## config.mk

```make
export PLATFORM = sky130hd
export DESIGN_NAME = neur_packer
export DESIGN_NICKNAME = d
export VERILOG_FILES = /design/src/rtl/neur_packer.sv
export SDC_FILE = /design/constraint.sdc
export NUM_CORES = 1
export LEC_CHECK = 0
export CAP_MARGIN = 0
export CORE_UTILIZATION = 52
export DETAILED_ROUTE_END_ITERATION = 8
export GPL_ROUTABILITY_DRIVEN = 0
export PLACE_DENSITY = 0.79
export SLEW_MARGIN = 20
export SYNTH_ARGS = -nofsm -noshare
export SYNTH_HDL_FRONTEND = slang
export SYNTH_SLANG_ARGS = --single-unit
```

## constraint.sdc

```tcl
create_clock -name clk_i -period 3.8 [get_ports clk_i]
set_clock_uncertainty 0.2 [all_clocks]
set_input_delay 0.38 -clock clk_i [delete_from_list [all_inputs] [get_ports clk_i]]
set_output_delay 0.38 -clock clk_i [all_outputs]
set_load 0.02 [all_outputs]
```

## src/rtl/neur_packer.sv

```systemverilog
// Packs signed 8-bit elements into 32-bit words in 8-, 4- or 2-bit lanes.
// The lane layout matches the neural-lane decoder. Narrow lanes saturate to their range.
module neur_packer #(
  parameter int SAT_CNT_W = 16
) (
  input  logic                 clk_i,
  input  logic                 rst_ni,
  input  logic [2:0]           mode_i,
  input  logic                 in_valid_i,
  output logic                 in_ready_o,
  input  logic [7:0]           in_data_i,
  input  logic                 flush_i,
  output logic                 out_valid_o,
  input  logic                 out_ready_i,
  output logic [31:0]          out_data_o,
  output logic                 out_partial_o,
  output logic                 sat_o,
  output logic [SAT_CNT_W-1:0] sat_cnt_o
);
  localparam logic [1:0] MODE_4B = 2'b10;
  localparam logic [1:0] MODE_2B = 2'b11;

  logic [31:0]          fill_q, fill_d, word_d;
  logic [3:0]           idx_q, idx_d;
  logic [1:0]           mode_q, mode_d;
  logic                 out_valid_q, out_partial_q, sat_q;
  logic [31:0]          out_data_q;
  logic [SAT_CNT_W-1:0] sat_cnt_q;

  logic                 accept, last_slot, flush_take, load, clipped;
  logic [1:0]           eff_mode;
  logic [3:0]           last_idx;
  logic signed [7:0]    din, clip_val;
  logic [7:0]           lane_mask;
  logic [4:0]           lsb;
  logic [31:0]          lane_bits;
  logic                 unused_mode;

  // Bit 2 of the mode selects signedness; every element is signed here.
  assign unused_mode = mode_i[2];

  assign in_ready_o = ~out_valid_q | out_ready_i;
  assign accept     = in_valid_i & in_ready_o;
  assign eff_mode   = (idx_q == 4'd0) ? mode_i[1:0] : mode_q;
  assign din        = in_data_i;

  // Clamp, lane size and bit position of the current slot.
  always_comb begin
    clip_val  = din;
    last_idx  = 4'd3;
    lane_mask = 8'hFF;
    lsb       = 5'd24 - {idx_q[1:0], 3'b000};
    case (eff_mode)
      MODE_4B: begin
        last_idx  = 4'd7;
        lane_mask = 8'h0F;
        if (din > 8'sd7)       clip_val = 8'sd7;
        else if (din < -8'sd8) clip_val = -8'sd8;
        // Even slots fill the upper half-word, odd slots the lower one.
        lsb = idx_q[0] ? (5'd12 - {1'b0, idx_q[2:1], 2'b00})
                       : (5'd28 - {1'b0, idx_q[2:1], 2'b00});
      end
      MODE_2B: begin
        last_idx  = 4'd15;
        lane_mask = 8'h03;
        if (din > 8'sd1)       clip_val = 8'sd1;
        else if (din < -8'sd2) clip_val = -8'sd2;
        lsb = 5'd30 - {idx_q, 1'b0};
      end
      default: ;
    endcase
    clipped   = (clip_val != din);
    lane_bits = {24'd0, clip_val & lane_mask} << lsb;
  end

  assign last_slot = accept & (idx_q == last_idx);

  always_comb begin
    fill_d = fill_q;
    idx_d  = idx_q;
    mode_d = mode_q;
    if (accept) begin
      fill_d = fill_q | lane_bits;
      idx_d  = last_slot ? 4'd0 : idx_q + 4'd1;
      if (idx_q == 4'd0) mode_d = mode_i[1:0];
    end
    word_d     = fill_d;
    flush_take = flush_i & in_ready_o & (idx_d != 4'd0);
    load       = last_slot | flush_take;
    if (load) begin
      fill_d = 32'd0;
      idx_d  = 4'd0;
    end
  end

  always_ff @(posedge clk_i) begin
    if (!rst_ni) begin
      fill_q        <= 32'd0;
      idx_q         <= 4'd0;
      mode_q        <= 2'b00;
      out_valid_q   <= 1'b0;
      out_data_q    <= 32'd0;
      out_partial_q <= 1'b0;
      sat_q         <= 1'b0;
      sat_cnt_q     <= '0;
    end else begin
      fill_q <= fill_d;
      idx_q  <= idx_d;
      mode_q <= mode_d;
      if (load) begin
        out_valid_q   <= 1'b1;
        out_data_q    <= word_d;
        out_partial_q <= ~last_slot;
      end else if (out_ready_i) begin
        out_valid_q   <= 1'b0;
        out_data_q    <= 32'd0;
        out_partial_q <= 1'b0;
      end
      sat_q <= accept & clipped;
      if (accept & clipped & ~&sat_cnt_q)
        sat_cnt_q <= sat_cnt_q + {{(SAT_CNT_W-1){1'b0}}, 1'b1};
    end
  end

  assign out_valid_o   = out_valid_q;
  assign out_data_o    = out_data_q;
  assign out_partial_o = out_partial_q;
  assign sat_o         = sat_q;
  assign sat_cnt_o     = sat_cnt_q;

endmodule

```

Word level (Yosys, flattened, before mapping) --
Index checks and enable logic that the tools add are counted. W data, S select, Z words.
Word-level totals: flip-flop bits (word level) 89, logic and storage cells 60
Cells by class: add/sub/neg operators 6, magnitude comparators 4, equality and inequality tests 4, shift-type cells 1, muxes and demuxes 18, bitwise logic cells 13, reductions and logical operators 6
Operators with widths (number):
- $mux W32 | 3
- $mux W8 | 4
- $or A32 B32 Y32 | 1
- $pmux W8 S2 | 2
- $shl A8 B5 Y32 | 1
- $add A16 B1 Y16 const B | 1
- $reduce_and A16 Y1 | 1
- $pmux W5 S2 | 1
- $sub A5 B5 Y5 const A | 2
- $and A8 B8 Y8 | 1
- $gt A8 B2 Y1 const B | 1
- $gt A8 B4 Y1 const B | 1
- $lt A8 B2 Y1 const B | 1
- $lt A8 B4 Y1 const B | 1
- $mux W4 | 2
- $ne A8 B8 Y1 | 1
- $pmux W4 S2 | 1
- $and A1 B1 Y1 | 6
- $mux W5 | 1
- $sub A4 B4 Y5 const A | 1
- $sub A5 B4 Y5 const A | 1
- $add A4 B1 Y4 const B | 1
- $eq A2 B2 Y1 const B | 2
- $eq A4 B4 Y1 | 1
- other kinds (9) | 14

Logic depth before layout (Yosys ltp) --
Gate-level depths: netlist (run 1).
depth in word-level cells 12, gate-level depth with buffers 14, mapped depth without buffers 11

Least setup slack after synthesis (run 1) --
Ideal clock, no wire load.
path kind register -> register, start reg idx_q[0], end reg out_data_q[22], in the netlist out_data_o[22], setup time 0.075 ns, data arrival time 3.019 ns, data required time 3.525 ns, setup slack 0.506 ns, stages on the path, launching flop included 15, buffers on the path 3, path through dfxtp_1 -> clkbuf_1 -> inv_1 -> ha_1 -> or3b_4 -> mux2_4 -> clkbuf_8 -> inv_1 -> ha_1 -> o2111ai_1 -> nand3_1 -> nor2_1 -> clkbuf_1 -> a22oi_1 -> o21ai_0
Between the ends: word-level cells in the longest chain between the ends 12
RTL lines:
- start: declaration | RTL line 24 | logic [3:0] idx_q, idx_d;
- start signal: assignment | RTL line 108 | idx_q <= idx_d;
- $logic_not A4 Y1 | RTL line 44 | assign eff_mode = (idx_q == 4'd0) ? mode_i[1:0] : mode_q;
- $mux W2
- $eq A2 B2 Y1 | RTL line 53 | case (eff_mode)
- $pmux W4 S2 | RTL line 53
- $eq A4 B4 Y1 | RTL line 76 | assign last_slot = accept & (idx_q == last_idx);
- $and A1 B1 Y1 | RTL line 76
- $mux W4 | RTL line 84 | idx_d = last_slot ? 4'd0 : idx_q + 4'd1;
- $mux W4 | RTL line 82 | if (accept) begin
- $reduce_bool A4 Y1 | RTL line 88 | flush_take = flush_i & in_ready_o & (idx_d != 4'd0);
- $and A1 B1 Y1 | RTL line 88
- $or A1 B1 Y1 | RTL line 89 | load = last_slot | flush_take;
- $mux W32 or $reduce_bool A2 Y1 (tied branches)
- end signal: assignment | RTL line 112 | out_data_q <= word_d;
- end: declaration | RTL line 27 | logic [31:0] out_data_q;
Parallel ways exist; a longest one is shown, timed or not. A chain may end at the register's enable or synchronous reset.

Final worst setup path (run 1) --
start reg idx_q[1], end reg sat_cnt_q[15], in the netlist sat_cnt_o[15]
Between the ends: word-level cells in the longest chain between the ends 7
RTL lines:
- $logic_not A4 Y1 (*) | RTL line 44
- $mux W2 (*)
- $eq A2 B2 Y1 | RTL line 53
- $pmux W8 S2 (*) | RTL line 53
- $ne A8 B8 Y1 (*) | RTL line 72 | clipped = (clip_val != din);
- $and A1 B1 Y1 (*) (2 in a row) | RTL line 120 | if (accept & clipped & ~&sat_cnt_q)
- end signal: assignment | RTL line 121 | sat_cnt_q <= sat_cnt_q + {{(SAT_CNT_W-1){1'b0}}, 1'b1};
- end: declaration | RTL line 28 | logic [SAT_CNT_W-1:0] sat_cnt_q;
Every way passes the cells marked *; elsewhere a longest branch is shown, timed or not.

==> run_summary.xml, run 1 <==
<?xml version="1.0" encoding="UTF-8"?>
<metrics>
  <group name="drt">
    <metric name="detail_route.vias_per_cell" unit="">5.69</metric>
    <metric name="wl" unit="um">9170</metric>
    <metric name="antenna_left" unit="">0</metric>
    <metric name="route.vias.total" unit="">3592</metric>
    <metric name="number_of_detailed_routing_iterations_run_before_antenna_repair" unit="">4</metric>
    <metric name="drc_errors" unit="">0</metric>
    <metric name="wl_per_cell" unit="um">14.5</metric>
    <metric name="drtIter0Drc" unit="">222</metric>
  </group>
  <group name="finish">
    <metric name="syn2layout_area_growth" unit="%">25.3</metric>
    <metric name="final_layout_size_suffix_gt1_share" unit="%">7.10</metric>
    <metric name="postLayoutCoreUtil" unit="%">69.1</metric>
    <metric name="nFillCells" unit="">580</metric>
    <metric name="final_nets" unit="">551</metric>
    <metric name="antenna_cells_inserted" unit="">0</metric>
  </group>
  <group name="critical_path">
    <metric name="reg2reg_depth" unit="">9</metric>
    <metric name="critical_path.startpoint_type" unit="">flip-flop</metric>
    <metric name="critical_path.max_stage_delay" unit="ns">0.58</metric>
    <metric name="cp_cell_sequence" unit="">inv_1 &gt; ha_1 &gt; or3b_4 &gt; mux2_4 &gt; a32o_1 &gt; a311o_1 &gt; and3_1 &gt; or4_1 &gt; a21oi_1</metric>
    <metric name="largest_delay_share_family_worst_path" unit="">simple AND/OR/NAND/NOR gates</metric>
    <metric name="worst_setup_path_end_kind" unit="">flip-flop</metric>
    <metric name="crit_buf_inv" unit="">1</metric>
    <metric name="critPathSlowestCell" unit="">or4_1</metric>
    <metric name="worstPathMaxFanout" unit="">19</metric>
    <metric name="r2r_end" unit="">sat_cnt_o[15]</metric>
    <metric name="reg2reg_setup_slack" unit="ns">0.37</metric>
    <metric name="timing_worst_setup_path_type" unit="">reg2reg</metric>
    <metric name="worstPathArrival" unit="ns">3.53</metric>
    <metric name="worstPathRequired" unit="ns">3.90</metric>
    <metric name="worst_r2r_startpoint" unit="">idx_q[1]</metric>
  </group>
  <group name="hold_path">
    <metric name="hold-path-endpoint" unit="">fill_q[24]</metric>
    <metric name="worstHoldPathCells" unit="">2</metric>
    <metric name="timing.hold.worst.class" unit="">reg2reg</metric>
    <metric name="timing.hold.worst.start" unit="">fill_q[24]</metric>
  </group>
  <group name="clocking">
    <metric name="cts-buffers-inserted" unit="">9</metric>
    <metric name="cts_buffer_depth" unit="">2</metric>
    <metric name="clock_tree.root_cell" unit="">clkbuf_8</metric>
    <metric name="h-tree-depth" unit="">3</metric>
    <metric name="clock_tree_from_tritoncts" unit="">built</metric>
    <metric name="clkTransAtPathRegs" unit="ns">0.10</metric>
    <metric name="ctsResizeCount" unit="">0</metric>
    <metric name="cts_post_setup_buffers_inserted" unit="">0</metric>
    <metric name="holdBufCountCts" unit="">0</metric>
    <metric name="clock_latency" unit="ns">0.36</metric>
    <metric name="cts_sinks" unit="">89</metric>
  </group>
  <group name="global_routing">
    <metric name="grt_max_degree" unit="">33</metric>
    <metric name="first_global_vias" unit="">3236</metric>
    <metric name="grt.met3_usage" unit="%">4.34</metric>
    <metric name="grt.overflow.total" unit="">0</metric>
    <metric name="grt.met2_usage" unit="%">39.5</metric>
    <metric name="grt_first_pass_wirelength" unit="um">15100</metric>
    <metric name="grt_use_total" unit="%">25.3</metric>
    <metric name="met1_demand_to_capacity_share_in_global_routing" unit="%">34.5</metric>
    <metric name="antenna_found_initial" unit="">0</metric>
    <metric name="grt.busiest_layer" unit="">met2</metric>
  </group>
  <group name="die">
    <metric name="starting_density_of_the_core" unit="%">55.1</metric>
    <metric name="coreArea" unit="mm2">0.00694</metric>
    <metric name="rows" unit="">30</metric>
    <metric name="design.die.area" unit="mm2">0.00771</metric>
    <metric name="pin_count" unit="">68</metric>
    <metric name="die_height" unit="um">87.8</metric>
    <metric name="die_width" unit="um">87.8</metric>
  </group>
  <group name="timing">
    <metric name="tightest_slew" unit="ns">0.653</metric>
    <metric name="timing_max_transition_violations_final" unit="">0</metric>
    <metric name="layout_worst_path_cycle_share" unit="%">90.3</metric>
    <metric name="worst_slack" unit="ns">0.370</metric>
    <metric name="timing.setup.tns" unit="ns">0</metric>
    <metric name="clock_period_minus_final_worst_setup_slack" unit="ns">3.43</metric>
    <metric name="upper_clock_frequency_limit" unit="MHz">292</metric>
    <metric name="slew_headroom" unit="%">56.5</metric>
    <metric name="final_setup_vio_count" unit="">0</metric>
    <metric name="rsz0062_at_grt" unit="">false</metric>
    <metric name="finalHoldWorstSlack" unit="ns">0.260</metric>
    <metric name="timing.final.hold_violations" unit="">0</metric>
  </group>
  <group name="synthesis">
    <metric name="syn-cell-area" unit="mm2">0.00383</metric>
    <metric name="ys_types" unit="">55</metric>
    <metric name="synth-edff-count" unit="">0</metric>
    <metric name="synth_nets" unit="">483</metric>
    <metric name="synth.ff_latch_count" unit="">89</metric>
    <metric name="ys_seq_area_share" unit="%">46.6</metric>
    <metric name="yosys_warnings" unit="">0</metric>
    <metric name="syn_inst" unit="">462</metric>
    <metric name="postSynth.asyncResetShare" unit="%">0</metric>
    <metric name="dominantRegCellSynth" unit="">dfxtp_1</metric>
    <metric name="synthesis.area_per_instance" unit="um2">8.28</metric>
  </group>
  <group name="place">
    <metric name="numPortBuffers" unit="">66</metric>
    <metric name="place.detailed.hpwl" unit="um">6540</metric>
    <metric name="placement.setup.worst_slack" unit="ns">0.357</metric>
  </group>
  <group name="power_and_ir_drop">
    <metric name="worst_ir_drop_vdd" unit="uV">306</metric>
    <metric name="power.density_cell_area" unit="mW/mm2">408</metric>
    <metric name="p_leak" unit="uW">0.00173</metric>
  </group>
  <group name="run">
    <metric name="timing.max_cap.violations" unit="">0</metric>
  </group>
  <group name="outcome">
    <metric name="run_status" unit="">finished clean</metric>
  </group>
</metrics>
sequential cells by signal (all words and copies together), names as in the netlist:
signal	flops
mode_q	2
sat_cnt_o	16
fill_q	32
idx_q	4
out_valid_o	1
sat_o	1
out_partial_o	1
out_data_o	32
metrics by stage:
step / instances / cell area (um2) / total power, uW
final: 631 / 4800 / 1960
after global routing: 631 / 4800 / 2050
after CTS: 631 / 4800 / 1960
after detailed placement: 615 / 4600 / 1340
after global placement: 615 / 4600 / 1330
after floorplan: 462 / 3830 / 1220
metal layers:
layer / share of wire (%) / vias to the layer above
met1: 48 / 1692
met4: 1.8 / 0
met3: 5.2 / 16
li1: - / 1773
met5: 0 / -
met2: 45 / 111
worst reg2reg max path, stage by stage (launching register included):
cell and delay (ns):
dfxtp_1 0.43, inv_1 0.10, ha_1 0.16, or3b_4 0.41, mux2_4 0.39, a32o_1 0.24, a311o_1 0.32, and3_1 0.39
or4_1 0.59, a21oi_1 0.15
worst max path at each step:
stage                 startpoint              to  slack [ns]  cells past startpoint
floorplan               idx_q[0]  out_data_o[22]        0.51                     14
global placement    in_data_i[6]   sat_cnt_o[15]        0.42                      9
detailed placement  in_data_i[6]   sat_cnt_o[15]        0.36                      9
CTS                     idx_q[1]   sat_cnt_o[15]        0.40                      9
global route            idx_q[1]   sat_cnt_o[15]        0.22                      9
finish                  idx_q[1]   sat_cnt_o[15]        0.37                      9
cell usage in the layout, fill, tap and decap left out, types with 4 or more instances in the layout:
cell,netlist,routed
dfxtp_1,89,89
nand2_1,68,68
clkdlybuf4s50_1,0,66
nor2_1,47,46
o21ai_0,44,44
a21oi_1,40,40
buf_4,0,15
nand4_1,13,13
nor3_1,13,13
inv_1,12,12
nand3_1,10,10
mux2i_1,9,9
clkbuf_8,1,9
nand2b_1,8,8
a21o_1,6,6
nor4_1,6,6
a22oi_1,6,6
and2_1,5,5
a211oi_1,5,5
and3_1,5,5
ha_1,5,5
a31oi_1,4,4
area by class of cell:
cell class | count | area (um2) | share of cell area (%)
Inverter | 13 | 48.8 | 1.02
Tap cell | 96 | 120 | 2.50
Multi-Input combinational cell | 336 | 1880 | 39.2
Sequential cell | 89 | 1780 | 37.2
Clock buffer | 9 | 124 | 2.58
Timing Repair Buffer | 81 | 773 | 16.1
Clock inverter | 7 | 67.6 | 1.41
where the power goes:
group | leakage (uW) | internal [uW] | switching, uW
Clock | 0.0000962 | 257 | 376
Combinational | 0.000917 | 129 | 214
Sequential | 0.000720 | 963 | 18.0
cell usage after synthesis, drive strengths merged, types with 3 or more instances:
master / instances / area [um2]
dfxtp: 89 / 1780
nand2: 68 / 255
nor2: 47 / 176
o21ai: 44 / 220
a21oi: 40 / 200
clkbuf: 20 / 86.3
nand4: 13 / 81.3
nor3: 13 / 65.1
inv: 12 / 45.0
nand3: 10 / 50.1
mux2i: 9 / 90.1
nand2b: 8 / 50.1
a21o: 6 / 45.0
a22oi: 6 / 45.0
nor4: 6 / 37.5
a211oi: 5 / 37.5
and2: 5 / 31.3
and3: 5 / 31.3
ha: 5 / 62.6
a31oi: 4 / 25.0
buf: 4 / 31.3
or4: 3 / 22.5
xnor2: 3 / 26.3
cells by family after synthesis:
kind of cell | after synthesis | share of synthesized area [%]
and+or+nand+nor | 189 | 23.3
muxes | 11 | 3.04
buffers and inverters | 37 | 4.35
AOI/OAI and AO/OA | 127 | 20.1
xor gates and xnor gates | 4 | 0.916
adders and majority gates | 5 | 1.64
DFF | 89 | 46.6
Power figures use the tool's default switching activity.
==> run 2: changes to the inputs <==
- clock period: 3.8 -> 3.4 ns (I/O delays scaled with it)
==> run_summary.xml, run 2 (synthesis results as in run 1) <==
<?xml version="1.0" encoding="UTF-8"?>
<metrics>
  <group name="outcome">
    <metric name="run_status" unit="">finished clean</metric>
  </group>
  <group name="clocking">
    <metric name="holdBufCountCts" unit="">0</metric>
    <metric name="clock_latency" unit="ns">0.36</metric>
    <metric name="clock_tree.root_cell" unit="">clkbuf_8</metric>
    <metric name="cts_buffer_depth" unit="">2</metric>
    <metric name="cts-buffers-inserted" unit="">9</metric>
    <metric name="clkTransAtPathRegs" unit="ns">0.09</metric>
    <metric name="h-tree-depth" unit="">3</metric>
    <metric name="cts_sinks" unit="">89</metric>
    <metric name="clock_tree_from_tritoncts" unit="">built</metric>
  </group>
  <group name="finish">
    <metric name="final_layout_size_suffix_gt1_share" unit="%">8.87</metric>
    <metric name="antenna_cells_inserted" unit="">0</metric>
    <metric name="postLayoutCoreUtil" unit="%">70.0</metric>
    <metric name="syn2layout_area_growth" unit="%">27.0</metric>
    <metric name="mostFrequentLayoutCell" unit="">dfxtp_1</metric>
    <metric name="final_nets" unit="">557</metric>
    <metric name="final_cell_mix" unit="">89 x dfxtp_1, 68 x nand2_1, 66 x clkdlybuf4s50_1</metric>
    <metric name="design_area" unit="mm2">0.00486</metric>
  </group>
  <group name="critical_path">
    <metric name="reg2reg_depth" unit="">10</metric>
    <metric name="timing_worst_setup_path_type" unit="">reg2reg</metric>
    <metric name="r2r_end" unit="">sat_cnt_o[6]</metric>
    <metric name="critical_path.startpoint_type" unit="">flip-flop</metric>
    <metric name="reg2reg_setup_slack" unit="ns">0.15</metric>
    <metric name="worst_setup_path_end_kind" unit="">flip-flop</metric>
    <metric name="worst_r2r_startpoint" unit="">idx_q[0]</metric>
    <metric name="worstPathArrival" unit="ns">3.30</metric>
    <metric name="worstPathRequired" unit="ns">3.45</metric>
    <metric name="startpoint" unit="">idx_q[0]</metric>
    <metric name="worstPathMaxFanout" unit="">12</metric>
  </group>
  <group name="timing">
    <metric name="timing_max_transition_violations_final" unit="">0</metric>
    <metric name="slew_headroom" unit="%">66.3</metric>
    <metric name="upper_clock_frequency_limit" unit="MHz">308</metric>
    <metric name="clock_period_minus_final_worst_setup_slack" unit="ns">3.25</metric>
    <metric name="timing.final.hold_violations" unit="">0</metric>
    <metric name="final_setup_vio_count" unit="">0</metric>
    <metric name="rsz0062_at_grt" unit="">false</metric>
    <metric name="tightest_slew" unit="ns">0.501</metric>
    <metric name="timing.setup.tns" unit="ns">0</metric>
    <metric name="layout_worst_path_cycle_share" unit="%">95.6</metric>
  </group>
  <group name="hold_path">
    <metric name="timing.hold.worst.start" unit="">fill_q[28]</metric>
    <metric name="hold-path-endpoint" unit="">fill_q[28]</metric>
    <metric name="worstHoldPathCells" unit="">2</metric>
    <metric name="timing.hold.worst.class" unit="">reg2reg</metric>
  </group>
  <group name="drt">
    <metric name="wl_per_cell" unit="um">14.5</metric>
    <metric name="drc_errors" unit="">0</metric>
    <metric name="drtIter0Drc" unit="">245</metric>
    <metric name="detail_route.vias_per_cell" unit="">5.70</metric>
    <metric name="wl" unit="um">9210</metric>
    <metric name="route.vias.total" unit="">3629</metric>
    <metric name="number_of_detailed_routing_iterations_run_before_antenna_repair" unit="">5</metric>
    <metric name="antenna_left" unit="">0</metric>
  </group>
  <group name="global_routing">
    <metric name="grt_first_pass_wirelength" unit="um">15500</metric>
    <metric name="grt_use_total" unit="%">25.6</metric>
    <metric name="first_global_vias" unit="">3319</metric>
    <metric name="grt.overflow.total" unit="">0</metric>
    <metric name="grt_max_degree" unit="">33</metric>
    <metric name="antenna_found_initial" unit="">0</metric>
  </group>
  <group name="die">
    <metric name="rows" unit="">30</metric>
    <metric name="coreArea" unit="mm2">0.00694</metric>
    <metric name="pin_count" unit="">68</metric>
    <metric name="design.die.area" unit="mm2">0.00771</metric>
    <metric name="die_height" unit="um">87.8</metric>
    <metric name="starting_density_of_the_core" unit="%">55.1</metric>
    <metric name="die_width" unit="um">87.8</metric>
  </group>
  <group name="power_and_ir_drop">
    <metric name="power.sequential.fraction" unit="%">49.6</metric>
    <metric name="pnr_total_power" unit="uW">2210</metric>
    <metric name="internal_power_component" unit="uW">1540</metric>
    <metric name="switching_share" unit="%">30.3</metric>
    <metric name="power.density_cell_area" unit="mW/mm2">454</metric>
    <metric name="worst_ir_drop_vdd" unit="uV">363</metric>
    <metric name="power_switching" unit="uW">668</metric>
    <metric name="power.share.clock" unit="%">32.2</metric>
    <metric name="combinationalPowerShare" unit="%">18.2</metric>
    <metric name="p_leak" unit="uW">0.00177</metric>
  </group>
  <group name="place">
    <metric name="dpl_cell_area" unit="mm2">0.00465</metric>
    <metric name="place.detailed.hpwl" unit="um">6740</metric>
    <metric name="numPortBuffers" unit="">66</metric>
  </group>
  <group name="run">
    <metric name="timing.max_cap.violations" unit="">0</metric>
  </group>
</metrics>
==> run 2: cell count changes in the layout (fill, tap and decap cells not counted), sizes merged <==
cell / before / now
clkbuf: 9 / 10
clkinvlp: 1 / 0
buf: 15 / 21
==> run 2: power by group through the flow <==
| stage | Clock, uW | Combinational (uW) | Sequential [uW] |
|---|---|---|---|
| 2_1_floorplan | 0 | 234 | 1130 |
| 3_3_place_gp | 0 | 386 | 1120 |
| 3_5_place_dp | 0 | 393 | 1120 |
| 4_1_cts | 724 | 395 | 1090 |
| 5_1_grt | 757 | 441 | 1100 |
| 6_report | 710 | 401 | 1090 |
==> run 2: layer usage <==
layer	part of all wire [%]	wire, um	vias up	global-route usage, %
li1	-	-	1788	-
met1	46	4210	1699	35.0
met2	47	4280	131	40.7
met3	6.7	620	11	5.28
met4	1.0	93	0	7.75
met5	0	0	-	0
==> run 2: per-stage QoR <==
stage | cells | worst slack (ns) | hold WS [ns]
2_1_floorplan | 462 | 0.106 | 0.221
3_3_place_gp | 621 | 0.147 | 0.231
3_5_place_dp | 621 | -0.0236 | 0.243
4_1_cts | 637 | 0.0329 | 0.263
5_1_grt | 637 | 0.00774 | 0.279
6_report | 637 | 0.150 | 0.259
==> run 2: critical path, stage by stage, from the launching register on <==
cell     delay (ns)
dfxtp_1        0.32
inv_1          0.11
ha_1           0.19
or3b_4         0.41
mux2_4         0.38
a32o_1         0.24
a311o_1        0.34
and3_2         0.29
buf_4          0.19
o31a_1         0.29
o21a_1         0.19
==> run 2: area by class of cell <==
class	count	area, um2
clock buffers	10	138
well taps	96	120
flip-flops and latches	89	1780
multi-input cells	336	1900
inverters	13	48.8
fillers	573	2080
clock inverters	6	57.6
repair buffers	87	818
==> run 2: worst max-delay path by stage <==
stage                      to  slack (ns)
4_1_cts          sat_cnt_o[0]        0.03
6_report         sat_cnt_o[6]        0.15
5_1_grt          sat_cnt_o[4]       0.008
3_3_place_gp     sat_cnt_o[0]        0.15
2_1_floorplan  out_data_o[22]        0.11
3_5_place_dp     sat_cnt_o[0]       -0.02
==> run 2: what timing repair did <==
item,in CTS,in global routing
setup buffers,0,0
hold endpoints to repair,0,0
resized for setup,0,4
setup endpoints to repair,0,10
==> run 3: changes to the inputs <==
- CORE_MARGIN: unset -> 2
==> run_summary.xml, run 3 (synthesis results as in run 1) <==
<?xml version="1.0" encoding="UTF-8"?>
<metrics>
  <group name="clocking">
    <metric name="h-tree-depth" unit="">3</metric>
    <metric name="cts_sinks" unit="">89</metric>
    <metric name="clock_latency" unit="ns">0.36</metric>
    <metric name="clock_tree.root_cell" unit="">clkbuf_8</metric>
    <metric name="cts_buffer_depth" unit="">2</metric>
    <metric name="holdBufCountCts" unit="">0</metric>
    <metric name="cts-buffers-inserted" unit="">9</metric>
    <metric name="clkTransAtPathRegs" unit="ns">0.10</metric>
    <metric name="cts_post_setup_buffers_inserted" unit="">0</metric>
    <metric name="clock_tree_from_tritoncts" unit="">built</metric>
  </group>
  <group name="die">
    <metric name="die_width" unit="um">89.8</metric>
    <metric name="starting_density_of_the_core" unit="%">53.3</metric>
    <metric name="design.die.area" unit="mm2">0.00806</metric>
    <metric name="rows" unit="">31</metric>
    <metric name="pin_count" unit="">68</metric>
    <metric name="coreArea" unit="mm2">0.00718</metric>
    <metric name="die_height" unit="um">89.8</metric>
  </group>
  <group name="power_and_ir_drop">
    <metric name="worst_ir_drop_vdd" unit="uV">484</metric>
    <metric name="switching_share" unit="%">31.3</metric>
    <metric name="power.sequential.fraction" unit="%">49.5</metric>
    <metric name="power.share.clock" unit="%">31.9</metric>
    <metric name="combinationalPowerShare" unit="%">18.6</metric>
    <metric name="power.density_cell_area" unit="mW/mm2">454</metric>
    <metric name="p_leak" unit="uW">0.00177</metric>
    <metric name="pnr_total_power" unit="uW">2210</metric>
    <metric name="internal_power_component" unit="uW">1520</metric>
    <metric name="power_switching" unit="uW">692</metric>
  </group>
  <group name="finish">
    <metric name="antenna_cells_inserted" unit="">0</metric>
    <metric name="final_cell_mix" unit="">89 x dfxtp_1, 68 x nand2_1, 66 x clkdlybuf4s50_1</metric>
    <metric name="final_layout_size_suffix_gt1_share" unit="%">8.86</metric>
    <metric name="nFillCells" unit="">595</metric>
    <metric name="syn2layout_area_growth" unit="%">27.5</metric>
    <metric name="postLayoutCoreUtil" unit="%">68.0</metric>
    <metric name="mostFrequentLayoutCell" unit="">dfxtp_1</metric>
    <metric name="final_nets" unit="">558</metric>
  </group>
  <group name="global_routing">
    <metric name="first_global_vias" unit="">3358</metric>
    <metric name="grt_max_degree" unit="">33</metric>
    <metric name="grt_first_pass_wirelength" unit="um">16000</metric>
    <metric name="grt_use_total" unit="%">24.3</metric>
    <metric name="antenna_found_initial" unit="">0</metric>
    <metric name="grt.overflow.total" unit="">0</metric>
  </group>
  <group name="timing">
    <metric name="layout_worst_path_cycle_share" unit="%">95.2</metric>
    <metric name="upper_clock_frequency_limit" unit="MHz">309</metric>
    <metric name="slew_headroom" unit="%">44.7</metric>
    <metric name="finalHoldWorstSlack" unit="ns">0.259</metric>
    <metric name="final_setup_vio_count" unit="">0</metric>
    <metric name="clock_period_minus_final_worst_setup_slack" unit="ns">3.24</metric>
    <metric name="timing_max_transition_violations_final" unit="">0</metric>
    <metric name="tightest_slew" unit="ns">0.821</metric>
    <metric name="timing.final.hold_violations" unit="">0</metric>
    <metric name="rsz0062_at_grt" unit="">false</metric>
    <metric name="timing.setup.tns" unit="ns">0</metric>
  </group>
  <group name="drt">
    <metric name="drtIter0Drc" unit="">190</metric>
    <metric name="detail_route.vias_per_cell" unit="">5.74</metric>
    <metric name="wl_per_cell" unit="um">15.0</metric>
    <metric name="number_of_detailed_routing_iterations_run_before_antenna_repair" unit="">5</metric>
    <metric name="route.vias.total" unit="">3680</metric>
    <metric name="antenna_left" unit="">0</metric>
    <metric name="wl" unit="um">9640</metric>
    <metric name="drc_errors" unit="">0</metric>
  </group>
  <group name="run">
    <metric name="timing.max_cap.violations" unit="">0</metric>
  </group>
  <group name="critical_path">
    <metric name="worst_setup_path_end_kind" unit="">flip-flop</metric>
    <metric name="timing_worst_setup_path_type" unit="">reg2reg</metric>
    <metric name="worstPathMaxFanout" unit="">12</metric>
    <metric name="worstPathArrival" unit="ns">3.33</metric>
    <metric name="worstPathRequired" unit="ns">3.50</metric>
    <metric name="reg2reg_setup_slack" unit="ns">0.16</metric>
    <metric name="critical_path.startpoint_type" unit="">flip-flop</metric>
  </group>
  <group name="place">
    <metric name="numPortBuffers" unit="">66</metric>
    <metric name="place.detailed.hpwl" unit="um">6860</metric>
  </group>
  <group name="hold_path">
    <metric name="timing.hold.worst.class" unit="">reg2reg</metric>
  </group>
  <group name="outcome">
    <metric name="run_status" unit="">finished clean</metric>
  </group>
</metrics>
## run 3: cell count changes in the layout (fill, tap and decap cells not counted)
cell,change
and3_1,+1
and3_2,-1
buf_12,+1
clkbuf_8,-1
clkinvlp_4,+1
## run 3: area by class of cell
class,count,area (um2),area share [%]
inverter,13,48.8,1.00
sequential,89,1780,36.5
multi-input combinational,336,1900,38.9
clock buffer,9,124,2.54
clock inverter,7,65.1,1.33
timing repair buffer,88,838,17.2
tap,99,124,2.54
## run 3: timing repair
item,4_1_cts,5_1_grt
resized for setup,0,3
endpoints found under the hold margin,0,0
endpoints found under the setup margin,0,5
## run 3: critical path, stage by stage (launching register included)
cell	delay, ns
dfxtp_1	0.32
inv_1	0.11
ha_1	0.19
or3b_4	0.41
mux2_4	0.38
a32o_1	0.23
a311o_1	0.33
and3_1	0.28
buf_4	0.19
or4_1	0.46
o21ai_0	0.08
## run 3: worst paths after layout
check,from,end,cells past startpoint
worst max-delay path,idx_q[0],sat_cnt_o[10],10
worst min-delay path,fill_q[16],fill_q[16],2
worst max register to register,idx_q[0],sat_cnt_o[10],10
worst min register to register,fill_q[16],fill_q[16],2
## run 3: power by group through the flow
stage | Combinational, uW | Sequential [uW] | Clock, uW
after floorplan | 234 | 1130 | 0
final | 411 | 1100 | 706
after CTS | 405 | 1100 | 719
after global placement | 393 | 1120 | 0
after detailed placement | 403 | 1120 | 0
after global routing | 446 | 1100 | 755
## run 3: metrics by stage
step	std cells	setup WS, ns	cell area [um2]
floorplan	462	0.106	3830
global placement	625	0.148	4670
detailed placement	625	0.0580	4670
CTS	641	0.105	4860
global route	641	0.00698	4880
finish	641	0.163	4880
## run 3: layer usage
metal  GRT usage (%)  share of wire [%]  up-vias
met5               0                  0        -
li1                -                  -     1792
met3            4.27                5.6       19
met4            10.4                2.0        0
met2            41.2                 49      116
met1            30.5                 44     1753
